### src/rtl/sar_seq_pkg.sv
// Shared state encodings and width helper for the SAR feature sequencer.
package sar_seq_pkg;

    localparam logic [2:0] ST_IDLE    = 3'd0;
    localparam logic [2:0] ST_SAMPLE  = 3'd1;
    localparam logic [2:0] ST_CONVERT = 3'd2;
    localparam logic [2:0] ST_STORE   = 3'd3;
    localparam logic [2:0] ST_DONE    = 3'd4;

    // Counter width for values 0..value-1, never less than one bit.
    function automatic int clog2w(input int value);
        int w;
        w = 1;
        while ((1 << w) < value) w++;
        return w;
    endfunction

endpackage

### src/rtl/sar_feature_sequencer_bit_engine.sv
// Successive-approximation search for one conversion: trial/result registers
// and a down-counting bit pointer, MSB first.
module sar_bit_engine
    import sar_seq_pkg::*;
#(
    parameter int N = 4
) (
    input  logic         clk,
    input  logic         rst,
    input  logic         load,
    input  logic         step,
    input  logic         comp_gt,
    output logic [N-1:0] trial,
    output logic [N-1:0] result,
    output logic         last
);

    localparam int BW = clog2w(N);
    localparam logic [BW-1:0] MSB_IDX = BW'(N - 1);

    logic [BW-1:0] bit_idx;

    always_ff @(posedge clk or posedge rst) begin
        if (rst) begin
            result  <= '0;
            bit_idx <= MSB_IDX;
        end else if (load) begin
            result  <= '0;
            bit_idx <= MSB_IDX;
        end else if (step) begin
            result[bit_idx] <= comp_gt;
            // Pointer parks at bit 0; the next load rearms it for the next feature.
            if (bit_idx != '0) bit_idx <= bit_idx - 1'b1;
        end
    end

    assign trial = result | (N'(1) << bit_idx);
    assign last  = (bit_idx == '0);

endmodule

### src/rtl/sar_feature_sequencer.sv
// Frame sequencer for the SAR front-end: mux select, sample/hold, SAR search and
// feature-vector assembly. Optional FEAT_SKIP_EN adds a per-feature skip mask.
//
//  state   | meaning
//  IDLE    | waiting for start, all outputs low
//  SAMPLE  | channel selected, sample_hold tracking for SETTLE_CYCLES
//  CONVERT | N comparator trials, MSB first
//  STORE   | write result (or 0 when skipped) into the vector, advance feature
//  DONE    | vec_valid held until vec_ready
module sar_feature_sequencer
    import sar_seq_pkg::*;
#(
    parameter int N             = 4,
    parameter int NUM_FEAT      = 10,
    parameter int SETTLE_CYCLES = 2
) (
    input  logic                  clk,
    input  logic                  rst,
    input  logic                  start,
    input  logic                  cont,
    input  logic                  comp_gt,
    output logic [NUM_FEAT-1:0]   mux_sel,
    output logic                  sample_hold,
    output logic [N-1:0]          dac_code,
    output logic                  busy,
    output logic [NUM_FEAT*N-1:0] vec_data,
    output logic                  vec_valid,
    input  logic                  vec_ready
`ifdef FEAT_SKIP_EN
    ,
    input  logic [NUM_FEAT-1:0]   feat_mask
`endif
);

    localparam int FW = clog2w(NUM_FEAT);
    localparam int SW = clog2w(SETTLE_CYCLES);
    localparam logic [FW-1:0] LAST_FEAT  = FW'(NUM_FEAT - 1);
    localparam logic [SW-1:0] SETTLE_TOP = SW'(SETTLE_CYCLES - 1);

    logic [2:0]          state, state_nxt;
    logic [FW-1:0]       feat_idx, next_idx;
    logic [SW-1:0]       settle_cnt;
    logic [NUM_FEAT-1:0] mask_in, mask_q;
    logic [N-1:0]        trial, result, store_val;
    logic                conv_last, frame_start, last_feat;
    logic [2:0]          first_route, next_route;

`ifdef FEAT_SKIP_EN
    assign mask_in = feat_mask;
`else
    assign mask_in = '1;
`endif

    sar_bit_engine #(.N(N)) u_bit_engine (
        .clk     (clk),
        .rst     (rst),
        .load    (state == ST_STORE),
        .step    (state == ST_CONVERT),
        .comp_gt (comp_gt),
        .trial   (trial),
        .result  (result),
        .last    (conv_last)
    );

    assign last_feat   = (feat_idx == LAST_FEAT);
    assign next_idx    = feat_idx + 1'b1;
    assign frame_start = ((state == ST_IDLE) && start) ||
                         ((state == ST_DONE) && vec_ready && cont);
    // Masked-off features go straight to STORE so they still cost one cycle.
    assign first_route = mask_in[0] ? ST_SAMPLE : ST_STORE;
    assign next_route  = (!last_feat && mask_q[next_idx]) ? ST_SAMPLE : ST_STORE;
    assign store_val   = mask_q[feat_idx] ? result : '0;

    always_comb begin
        state_nxt = state;
        case (state)
            ST_IDLE:    if (start) state_nxt = first_route;
            ST_SAMPLE:  if (settle_cnt == '0) state_nxt = ST_CONVERT;
            ST_CONVERT: if (conv_last) state_nxt = ST_STORE;
            ST_STORE:   state_nxt = last_feat ? ST_DONE : next_route;
            ST_DONE:    if (vec_ready) state_nxt = cont ? first_route : ST_IDLE;
            default:    state_nxt = ST_IDLE;
        endcase
    end

    always_ff @(posedge clk or posedge rst) begin
        if (rst) begin
            state      <= ST_IDLE;
            feat_idx   <= '0;
            settle_cnt <= SETTLE_TOP;
            mask_q     <= '0;
            vec_data   <= '0;
        end else begin
            state <= state_nxt;

            if (frame_start) mask_q <= mask_in;

            if (frame_start || ((state == ST_DONE) && vec_ready))
                feat_idx <= '0;
            else if ((state == ST_STORE) && !last_feat)
                feat_idx <= next_idx;

            if (state != ST_SAMPLE)
                settle_cnt <= SETTLE_TOP;
            else if (settle_cnt != '0)
                settle_cnt <= settle_cnt - 1'b1;

            if (state == ST_STORE) vec_data[feat_idx*N +: N] <= store_val;
        end
    end

    // Outputs decode from state so an asynchronous reset clears them immediately.
    always_comb begin
        mux_sel = '0;
        if ((state == ST_SAMPLE) || (state == ST_CONVERT))
            mux_sel = NUM_FEAT'(1) << feat_idx;
    end

    assign sample_hold = (state == ST_SAMPLE);
    assign dac_code    = (state == ST_CONVERT) ? trial : '0;
    assign busy        = (state != ST_IDLE);
    assign vec_valid   = (state == ST_DONE);

endmodule

### config.mk
export PLATFORM = sky130hd
export DESIGN_NAME = sar_feature_sequencer
export DESIGN_NICKNAME = d
export VERILOG_FILES = /design/src/rtl/sar_seq_pkg.sv /design/src/rtl/sar_feature_sequencer_bit_engine.sv /design/src/rtl/sar_feature_sequencer.sv
export SDC_FILE = /design/constraint.sdc
export NUM_CORES = 1
export LEC_CHECK = 0
export ABC_AREA = 1
export CORE_MARGIN = 8
export CORE_UTILIZATION = 51
export CTS_CLUSTER_SIZE = 16
export DETAILED_ROUTE_END_ITERATION = 7
export PLACE_DENSITY = 0.8
export SLEW_MARGIN = 20
export SYNTH_ARGS = -nofsm -noshare
export SYNTH_HDL_FRONTEND = slang
export SYNTH_SLANG_ARGS = --single-unit
### constraint.sdc
create_clock -name clk -period 2.77 [get_ports clk]
set_input_delay 0.554 -clock clk [delete_from_list [all_inputs] [get_ports clk]]
set_output_delay 0.554 -clock clk [all_outputs]
set_load 0.01 [all_outputs]
==> impl_metrics.toml <==
[setup_path]
endpoint_kind = "output pin"
worstRegToRegCells = 10
cp-start-kind = "flip-flop"
path_class = "flip-flop to output pin"
crit_fanout = 10
required_ns = 2.22
arrival_ns = 1.88

[die]
core_area_mm2 = 0.00578
dieHeight_um = 92.6
io_pins = 63
die_x_um = 92.6
rows = 28
start_util_pct = 51.8
design.die.area_mm2 = 0.00857

[synth]
synth-compound-area-share_pct = 7.53
yosys_warnings = 0
synth_fp_nets = 409
synth_edf_count = 0
synth_commonest_cells = "142 x nand2_1, 52 x dfrtp_1, 51 x inv_1"
ys_types = 33
yosys.area_share.simple_pct = 32.3
avgSynthCellArea_um2 = 7.67
synthXorXnorAreaFrac_pct = 0
ys_ff_latch = 55
syn_inst = 390
ys.flop_type = "dfrtp_1"
synthArstFlopShare_pct = 100
synth_area_mm2 = 0.00299
synthAdderAreaFrac_pct = 5.44
synth_top_family_by_area = "simple AND/OR/NAND/NOR gates"
synth_top_area_share_pct = 43.5
yosys.area.top_type = "dfrtp_1"
yosysMostFrequentCell = "nand2_1"
synth_mux_area_share_pct = 0
yosys-top-cells-area = "dfrtp_1 43%, nand2_1 18%, inv_1 6.4%, ha_1 5.4%, nor2_1 3.6%"
synth-seq-area-share_pct = 46.1

[outcome]
outcome = "complete, no violations"

[detailed_routing]
drtIter0Drc = 175
routed_wirelength_um = 7400
vias = 2728
wire_per_inst_um = 13.8
drt-pass1-iter-count = 5
drc = 0
viasPerCell = 5.09
ant_nets = 0

[global_route]
grt_pass1_wl_um = 12400
grt_use_total_pct = 17.7
grt_max_degree = 29
grt_pass1_vias = 2644
grt_overflow_total = 0
antenna_found_initial = 0

[sta]
hold_viol = 0
worst_pin_slew_ns = 0.470
fin_tns_setup_ns = 0
finalSetupViolCount = 0
period_needed_ns = 2.43
max_freq_mhz = 412
slew_headroom_pct = 68.6
rsz0062_at_grt = "no"
fin_ws_ns = 0.341
skew_ns = 0.00672
hold_slack_ns = 0.476
slew_violations = 0
fin_crit_sh_pct = 87.7

[placement]
gp_congestion = 0.932
pre_cts_slack_ns = 0.368
hpwl_um = 5750
placed_cells = 526
port_buffers = 62
place_area_mm2 = 0.00370

[worst_hold_path]
hp-class = "input port to async pin"

[power]
peakVddDrop_mv = 0.629
p_per_area_mw_per_mm2 = 882
fin_total_pwr_mw = 3.41
p_sw_mw = 1.59
p_comb_share_pct = 54.1
switching_share_pct = 46.6
power.internal_mw = 1.82
power_frac_clock_pct = 13.5
p_leak_nw = 2.18
seq_power_share_pct = 32.4

[clock_tree]
htreeDepth = 2
ctsRootBufferMaster = "clkbuf_8"
clkLatencyLatePin_ns = 0.31
clock_sinks = 55
cts_buffer_depth = 2
tritoncts = "yes"
clk_pin_slew_ns = 0.10
cts_buffers = 5

[cells_and_area]
utilization_pct = 66.9
fin_area_mm2 = 0.00386
nNetsFinal = 479
drive_gt1_share_pct = 10.8
area_growth_pct = 29.2
stdcell_count = 536
nFillCells = 493
diodes = 0

[flow_run]
max_cap_viol_count = 0
cell type report:
class	count	area, µm²	area share (%)
clock buffer	6	72.6	1.88
multi-input combinational	270	1380	35.8
inverter	60	229	5.92
clock inverter	2	16.3	0.421
timing repair buffer	67	683	17.7
sequential	55	1380	35.7
tap	75	93.8	2.43
timing repair inverter	1	7.51	0.194
state kept, by name, indices dropped and copies added, names as in the netlist:
| name | count |
|---|---|
| vec_data | 40 |
| feat_idx | 4 |
| u_bit_engine.result | 4 |
| state | 3 |
| u_bit_engine.bit_idx | 2 |
| mask_q | 1 |
| settle_cnt | 1 |
cell usage in the layout (no fill, tap or decap), types with 2 or more instances in the layout:
cell and n:
nand3_1 18, o21ai_0 15, nor2_4 3, dfstp_2 3, dfrtp_1 52, inv_1 49, clkdlybuf4s50_1 52, clkbuf_8 5
o311ai_0 3, nand2_1 140, nor2_1 29, nor2_2 6, clkinvlp_4 3, o21ai_1 4, buf_4 5, o22ai_1 3
nand2_2 3, inv_2 10, nand4_1 6, ha_1 13, nor4_2 2, o21bai_1 4, nor3_2 2, dlymetal6s2s_1 10
a21oi_1 8, nor4_1 2
power groups by stage:
stage	Clock (mW)	Sequential, mW	Combinational (mW)
3_5_place_dp	0	1.12	1.74
3_3_place_gp	0	1.11	1.70
4_1_cts	0.464	1.10	1.75
6_report	0.459	1.10	1.84
2_1_floorplan	0	1.13	1.15
5_1_grt	0.494	1.12	2.06
path summary, 6_finish.rpt:
check	startpoint	endpoint	slack, ns
worst min register to register	vec_data[33]	vec_data[33]	0.48
max in group asynchronous	rst	vec_data[2]	1.66
min in group clk	vec_data[33]	vec_data[33]	0.48
worst max register to register	feat_idx[2]	vec_data[38]	0.46
worst min-delay path	rst	vec_data[20]	0.48
worst max-delay path	state[2]	dac_code[1]	0.34
routing by layer:
layer | share of wire, % | wire [µm] | up-vias | global-route usage [%]
met5 | 0 | 0 | - | 0
met4 | 1.3 | 95 | 0 | 6.04
met3 | 7.2 | 530 | 13 | 5.10
met2 | 47 | 3490 | 84 | 29.9
met1 | 44 | 3290 | 1269 | 21.1
li1 | - | - | 1362 | -
worst max-delay path: stages, from the launching register on:
cell             delay [ns]
dfrtp_1                0.41
inv_2                  0.10
nand2_4                0.10
inv_1                  0.10
nand2_2                0.10
a21oi_1                0.17
clkdlybuf4s50_1        0.57
cells by family (layout without fill, tap and decap cells):
| kind of cell | Yosys count | count (layout) |
|---|---|---|
| AOI/OAI and AO/OA | 39 | 39 |
| and+or+nand+nor | 218 | 218 |
| DFF | 55 | 55 |
| buffers and inverters | 65 | 136 |
| adders and majority gates | 13 | 13 |
what timing repair did:
action / 4_1_cts / 5_1_grt
gates resized for setup: 0 / 18
hold buffers: 0 / 0
setup endpoints to repair: 0 / 7
buffers inserted: 0 / 1
Power figures use the tool's default switching activity.
